<file path="src/rtl/wb_stage.sv">
// MEM/WB pipeline register with write-back formatting (ALU, extended load, link),
// misaligned-load detection and a retired-instruction counter.
module wb_stage (
    input  logic        Clk,
    input  logic        Reset,
    input  logic        Stall,
    input  logic        Flush,
    input  logic        M_Valid,
    input  logic [31:0] M_PC,
    input  logic        M_RegWrite,
    input  logic [1:0]  M_RegDst,
    input  logic [1:0]  M_WbSel,
    input  logic [2:0]  M_LoadType,
    input  logic [4:0]  M_Rt,
    input  logic [4:0]  M_Rd,
    input  logic [31:0] M_AluOut,
    input  logic [31:0] M_MemData,
    output logic [4:0]  WA,
    output logic [31:0] WData,
    output logic        RegWrite,
    output logic [31:0] W_PC,
    output logic        W_Valid,
    output logic        AdEL,
    output logic [31:0] InstrCount
);

    localparam logic [1:0] DST_RT   = 2'b00;
    localparam logic [1:0] DST_RD   = 2'b01;
    localparam logic [1:0] DST_RA   = 2'b10;
    localparam logic [1:0] DST_NONE = 2'b11;

    localparam logic [1:0] SEL_LOAD = 2'b01;
    localparam logic [1:0] SEL_LINK = 2'b10;

    localparam logic [2:0] LD_LB  = 3'b001;
    localparam logic [2:0] LD_LBU = 3'b010;
    localparam logic [2:0] LD_LH  = 3'b011;
    localparam logic [2:0] LD_LHU = 3'b100;

    typedef struct packed {
        logic        valid;
        logic [31:0] pc;
        logic        regwrite;
        logic [1:0]  regdst;
        logic [1:0]  wbsel;
        logic [2:0]  loadtype;
        logic [4:0]  rt;
        logic [4:0]  rd;
        logic [31:0] aluout;
        logic [31:0] memdata;
    } w_reg_t;

    w_reg_t      w_q;
    logic [31:0] instr_cnt;

    always_ff @(posedge Clk) begin
        if (Reset || Flush) begin
            w_q <= '0;
        end else if (!Stall) begin
            w_q.valid    <= M_Valid;
            w_q.pc       <= M_PC;
            w_q.regwrite <= M_RegWrite;
            w_q.regdst   <= M_RegDst;
            w_q.wbsel    <= M_WbSel;
            w_q.loadtype <= M_LoadType;
            w_q.rt       <= M_Rt;
            w_q.rd       <= M_Rd;
            w_q.aluout   <= M_AluOut;
            w_q.memdata  <= M_MemData;
        end
    end

    // An instruction retires when it leaves W: either replaced (no stall) or
    // squashed by a flush. A stalled instruction is counted only on its way out.
    always_ff @(posedge Clk) begin
        if (Reset)
            instr_cnt <= '0;
        else if (w_q.valid && (!Stall || Flush))
            instr_cnt <= instr_cnt + 32'd1;
    end

    logic [7:0]  byte_lane;
    logic [15:0] half_lane;
    logic [31:0] load_val;
    logic        is_word_load;
    logic        is_half_load;
    logic        misaligned;
    logic [4:0]  dest;
    logic [31:0] wb_val;

    always_comb begin
        byte_lane = w_q.memdata[7:0];
        case (w_q.aluout[1:0])
            2'd0: byte_lane = w_q.memdata[7:0];
            2'd1: byte_lane = w_q.memdata[15:8];
            2'd2: byte_lane = w_q.memdata[23:16];
            2'd3: byte_lane = w_q.memdata[31:24];
            default: byte_lane = w_q.memdata[7:0];
        endcase
        half_lane = w_q.aluout[1] ? w_q.memdata[31:16] : w_q.memdata[15:0];
    end

    // Unlisted load encodings behave as lw for both data and alignment checks.
    always_comb begin
        load_val     = w_q.memdata;
        is_word_load = 1'b0;
        is_half_load = 1'b0;
        case (w_q.loadtype)
            LD_LB:   load_val = {{24{byte_lane[7]}}, byte_lane};
            LD_LBU:  load_val = {24'd0, byte_lane};
            LD_LH: begin
                load_val     = {{16{half_lane[15]}}, half_lane};
                is_half_load = 1'b1;
            end
            LD_LHU: begin
                load_val     = {16'd0, half_lane};
                is_half_load = 1'b1;
            end
            default: begin
                load_val     = w_q.memdata;
                is_word_load = 1'b1;
            end
        endcase
    end

    always_comb begin
        misaligned = 1'b0;
        if (w_q.valid && w_q.wbsel == SEL_LOAD) begin
            if (is_word_load && w_q.aluout[1:0] != 2'b00)
                misaligned = 1'b1;
            else if (is_half_load && w_q.aluout[0])
                misaligned = 1'b1;
        end
    end

    always_comb begin
        dest = 5'd0;
        case (w_q.regdst)
            DST_RT:   dest = w_q.rt;
            DST_RD:   dest = w_q.rd;
            DST_RA:   dest = 5'd31;
            DST_NONE: dest = 5'd0;
            default:  dest = 5'd0;
        endcase
    end

    // Reserved wbsel falls through to the ALU result.
    always_comb begin
        wb_val = w_q.aluout;
        case (w_q.wbsel)
            SEL_LOAD: wb_val = load_val;
            SEL_LINK: wb_val = w_q.pc + 32'd8;
            default:  wb_val = w_q.aluout;
        endcase
    end

    assign WA         = dest;
    assign WData      = wb_val;
    assign RegWrite   = w_q.valid && w_q.regwrite && (w_q.regdst != DST_NONE) &&
                        (dest != 5'd0) && !misaligned;
    assign W_PC       = w_q.pc;
    assign W_Valid    = w_q.valid;
    assign AdEL       = misaligned;
    assign InstrCount = instr_cnt;

endmodule
</file>
<file path="config.mk">
export PLATFORM = sky130hd
export DESIGN_NAME = wb_stage
export DESIGN_NICKNAME = d
export VERILOG_FILES = /design/src/rtl/wb_stage.sv
export SDC_FILE = /design/constraint.sdc
export NUM_CORES = 1
export LEC_CHECK = 0
export CAP_MARGIN = 20
export CORE_MARGIN = 2
export CORE_UTILIZATION = 48
export CTS_CLUSTER_SIZE = 40
export DETAILED_ROUTE_END_ITERATION = 7
export PLACE_DENSITY = 0.77
export SLEW_MARGIN = 20
export SYNTH_ARGS = -nofsm -noshare
export SYNTH_HDL_FRONTEND = slang
export SYNTH_SLANG_ARGS = --single-unit
</file>
<file path="constraint.sdc">
create_clock -name Clk -period 2.6 [get_ports Clk]
set_input_delay 0.26 -clock Clk [delete_from_list [all_inputs] [get_ports Clk]]
set_output_delay 0.26 -clock Clk [all_outputs]
set_load 0.005 [all_outputs]
</file>
Word level (Yosys, flattened, before mapping)
Cells that the tools add are included.

Register bits: 147. Input bits: 119. Output and inout bits: 104. Word-level logic and storage cells: 54.

Add/sub/neg operators: 2. Eq/ne operators: 13. Mux-type cells: 10. Reductions and logical operators: 18.

Operators by type and width (number): 32-bit case mux with 4 select lines (1); 32-bit case mux with 2 select lines (1); 32-bit by 1-bit adder with 32-bit output (second input constant) (1); 32-bit by 4-bit adder with 32-bit output (second input constant) (1); 8-bit case mux with 4 select lines (1); 5-bit case mux with 4 select lines (1); 16-bit two-way mux (1); 2-bit equality test (second input constant) (5); 1-bit logical AND (8); 2-bit by 1-bit equality test with 1-bit output (second input constant) (3); 3-bit by 2-bit equality test with 1-bit output (second input constant) (2); 1-bit two-way mux (5); 5-bit nonzero test (1); 2-bit zero test (2); 4-bit OR reduction (1); 3-bit by 1-bit equality test with 1-bit output (second input constant) (1); 3-bit equality test (second input constant) (1); 1-bit zero test (2); 1-bit logical OR (2); 2-bit inequality test (second input constant) (1); 2-bit nonzero test (1); 2-bit OR reduction (1).

Longest topological paths before layout
Gate-level depths: netlist of the first run.

Depth in word-level cells: 9. Gate-level depth with buffers: 8. Depth with buffers taken out: 7.

Worst setup path after synthesis of the first run
No wires, ideal clock.

Path type: flip-flop to flip-flop. Start: register instr_cnt[9] (netlist: InstrCount[9]). End: register instr_cnt[31] (netlist: InstrCount[31]). Data arrival time: 2.080 ns. Required time: 2.530 ns. Slack: 0.450 ns. Cell stages (with the launch flop): 7. Clock period less this slack: 2.150 ns. Path through: dfxtp_1 > nand4_4 > or2_4 > or4_1 > clkbuf_2 > or4_1 > a21oi_1.

Cells in the longest elaborated chain, start to end: 1.

RTL lines: from (decl) (RTL line 54) `logic [31:0] instr_cnt;`; from (signal assigned) (RTL line 79) `instr_cnt <= instr_cnt + 32'd1;`; 32-bit by 1-bit adder with 32-bit output (RTL line 79).

Every way passes these cells. A chain may end at the register's enable or synchronous reset.

Worst setup path in the final report of the first run
Start: register w_q[33] in the netlist's numbering. End: output WData[10].

Cells in the longest elaborated chain, start to end: 4.

RTL lines: from (decl) (RTL line 53) `w_reg_t w_q;`; 2-bit equality test (tied with other cells) (RTL line 93) `case (w_q.aluout[1:0])`; 8-bit case mux with 4 select lines (RTL line 93); 32-bit case mux with 4 select lines (*) (RTL line 108) `case (w_q.loadtype)`; 32-bit case mux with 2 select lines (*) (RTL line 150) `case (w_q.wbsel)`; to (decl) (RTL line 19) `output logic [31:0] WData,`.

Every way passes the cells marked *; elsewhere a longest branch is shown, timed or not.

==> metrics.csv, run 1 <==
metric,value,unit
hpwl,17200,um
grt-ovfl-total,0,
synthToLayoutAreaGrowth,48.5,%
netlist_area,0.00756,mm^2
h-tree-depth,4,
finalSetupViolCount,5,
postSynthCellCount,884,
grt_pass1_vias,7119,
tightest_slew,864,ps
ir_drop,0.000464,V
slew_viol_final,0,
path_buf_inv,2,
grt_pass1_wl,37300,um
drt-total-wl,25000,um
crit_path_end_kind,output port,
hold_viol_final,0,
path_clk_slew,60,ps
p_per_area,533,mW/mm^2
failed_checks,setup timing,
drc,0,
cts_tree,done,
dr_total_vias,7595,
rsz0062_at_grt,true,
start_kind,flip-flop,
cp.required,2340,ps
cp-startpoint,w_q[33]$_SDFFE_PP0N_,
drive_gt1_share,15.7,%
syn_area_per_cell,8.55,um^2
die_y,129,um
cp.depth,7,
cpPeakStageDelay,430,ps
cp_data_arrival_time,2390,ps
place.gp.congestion,0.958,
p_total,5980,uW
synth.distinct_cells,57,
hold_buffers,0,
crit_path_frequent_cell,mux2i_2,
endpoint,WData[10],
initial_core_util,49.4,%
min_period,2650,ps
drtIter0Drc,774,
synth.net_count,1007,
cts_made_buffers,17,
hold_path.class,in2reg,
max-slew-margin-rel,42.4,%
hold_ws,428,ps
dieArea,0.0168,mm^2
synth.yosys.seq_area_share,38.9,%
antenna_left,0,
r2r_start,InstrCount[5]$_SDFFE_PP0P_,
crit_chain,mux2i_2 -> mux2i_2 -> o211a_4 -> buf_4 -> o221ai_2 -> o211ai_1 -> dlygate4sd2_1,
worstPathMaxFanout,7,
nNetsFinal,1233,
ys_seq_elements,147,
core,0.0153,mm^2
synth-edff-count,0,
pin_count,223,
leakage,0.00453,uW
path_class,reg2out,
avgViaCountPerCell,5.69,
cap_violations,0,
row_count,45,
setup_ws,-54.7,ps
yosys_warnings,0,
fin_crit_sh,102,%
wl_per_cell,18.7,um
clock_path_buffers,2,
async_reset_ff_share,0,%
status,"finished, violations left",
critical-path-top-delay-family,compound AO/OA/AOI/OAI gates,
cp_slowest_cell,dfxtp_4,
fill_cells,1133,
dieWidth,129,um
antenna_found_initial,0,
reg2reg_slack,270,ps
portBuffers,222,
cts-root-buf,clkbuf_16,
worstReg2RegEnd,InstrCount[31]$_SDFFE_PP0P_,
fin_setup_tns,-159,ps
clkLatencyLatePin,420,ps
first_pass_iters,5,
clock_skew,5.39,ps
grt_max_degree,117,
ys.flop_type,dfxtp_1,
diodes,0,
clock.fmax,377,MHz
gr-usage-all-layers,28.8,%
cts.sinks,147,
r2r_cells,5,
kinds of logic after synthesis:
family | count (synthesis) | synth area share [%]
flip-flops | 147 | 38.9
adder cells (fa/ha/maj) | 4 | 0.662
multiplexers | 126 | 16.7
AO/OA/AOI/OAI | 103 | 9.93
AND/OR/NAND/NOR | 354 | 21.4
XOR/XNOR | 48 | 5.56
buffers and inverters | 102 | 6.82
layout make-up:
cell class | count | area [um^2] | area share (%)
Clock inverter | 14 | 248 | 2.21
Clock buffer | 18 | 439 | 3.91
Sequential cell | 147 | 2960 | 26.4
Inverter | 14 | 52.6 | 0.468
Timing Repair Buffer | 295 | 2860 | 25.5
Multi-Input combinational cell | 635 | 4400 | 39.2
Tap cell | 211 | 264 | 2.35
sequential cells by signal (all words and copies together) (netlist names):
| register | count |
|---|---|
| w_q | 82 |
| W_PC | 32 |
| W_Valid | 1 |
| InstrCount | 32 |
how the worst min path moves through the flow:
stage	from	end	cells after the start	slack, ps
finish	M_PC[6]	W_PC[6]$_SDFFE_PP0N_	3	430
CTS	M_PC[6]	W_PC[6]$_SDFFE_PP0N_	3	420
floorplan	M_PC[0]	W_PC[0]$_SDFFE_PP0N_	2	400
global placement	InstrCount[31]$_SDFFE_PP0P_	InstrCount[31]$_SDFFE_PP0P_	2	470
detailed placement	InstrCount[30]$_SDFFE_PP0P_	InstrCount[30]$_SDFFE_PP0P_	2	490
global route	M_MemData[17]	w_q[17]$_SDFFE_PP0N_	3	440
cell usage in the layout (no fill, tap or decap), drive strengths merged, types with 21 or more instances in the layout:
| cell type | instances |
|---|---|
| a21oi | 21 |
| buf | 72 |
| clkbuf | 24 |
| clkdlybuf4s50 | 190 |
| dfxtp | 147 |
| mux2i | 124 |
| nand2 | 62 |
| nand3 | 29 |
| nor2 | 177 |
| o221ai | 25 |
| xnor2 | 25 |
| xor2 | 23 |
cells in the mapped netlist (all sizes together) (2+ instances only):
cell / n / share of area [%]
a21oi: 21 / 1.4
a221o: 5 / 0.66
a22oi: 8 / 0.79
a32oi: 3 / 0.35
and2: 4 / 0.33
and3: 6 / 0.50
buf: 43 / 3.9
clkbuf: 45 / 2.3
dfxtp: 147 / 39
ha: 4 / 0.66
inv: 14 / 0.70
mux2: 2 / 0.30
mux2i: 124 / 16
nand2: 62 / 3.1
nand2b: 5 / 0.41
nand3: 29 / 1.9
nand4: 16 / 1.5
nor2: 177 / 8.8
nor2b: 5 / 0.41
nor3: 16 / 1.1
nor4: 9 / 0.74
o211a: 2 / 0.26
o211ai: 5 / 0.50
o21a: 2 / 0.20
o21ai: 15 / 0.99
o221ai: 25 / 2.9
o31ai: 8 / 0.79
or2: 4 / 0.36
or3: 3 / 0.25
or3b: 2 / 0.23
or4: 9 / 0.89
or4b: 2 / 0.26
xnor2: 25 / 2.9
xor2: 23 / 2.7
where the power goes:
group	switching (uW)	leakage (uW)	internal (uW)	total [uW]
Sequential	58.4	0.00120	2310	2370
Combinational	325	0.00300	416	741
Clock	1030	0.000333	1840	2870
Total	1410	0.00453	4570	5980
metrics by stage:
stage          cell area (um^2)  std cells  utilization (%)  setup slack, ps
2_1_floorplan              7560        884                -              450
3_3_place_gp              10100       1286             65.8             62.2
3_5_place_dp              10100       1286             65.8             26.0
4_1_cts                   11000       1327             72.0            -91.5
5_1_grt                   11200       1334             73.3             -125
6_report                  11200       1334             73.3            -54.7
worst reg2reg max path, stage by stage, from the launching register on:
cell and delay (ps):
dfxtp_1 430, nand4_1 150, or4b_1 660, or2_1 350, or4_1 500, a21oi_1 170
what timing repair did:
item,4_1_cts,5_1_grt
hold endpoints to repair,0,0
gates cloned,1,1
gates resized for setup,85,46
pin swaps,9,10
buffers inserted,8,6
endpoints found under the setup margin,34,27
layer usage:
layer  global-route usage [%]  vias up  wire, um
met2                     46.2      408     11600
met3                     6.19       85      2010
met4                     14.3        0      1050
li1                         -     3529         -
met1                     36.7     3573     10200
met5                        0        -         0
No activity file was read; power rests on OpenSTA's default activity.
==> run 2: changes to the inputs <==
--- a/config.mk
+++ b/config.mk
@@ -5,7 +5,7 @@
 export SDC_FILE = /design/constraint.sdc
 export NUM_CORES = 1
 export LEC_CHECK = 0
-export CAP_MARGIN = 20
+export CAP_MARGIN = 15
 export CORE_MARGIN = 2
 export CORE_UTILIZATION = 48
 export CTS_CLUSTER_SIZE = 40
==> results of run 2 <==
Same layout as run 1: the final DEF is identical, and so are final timing and power.
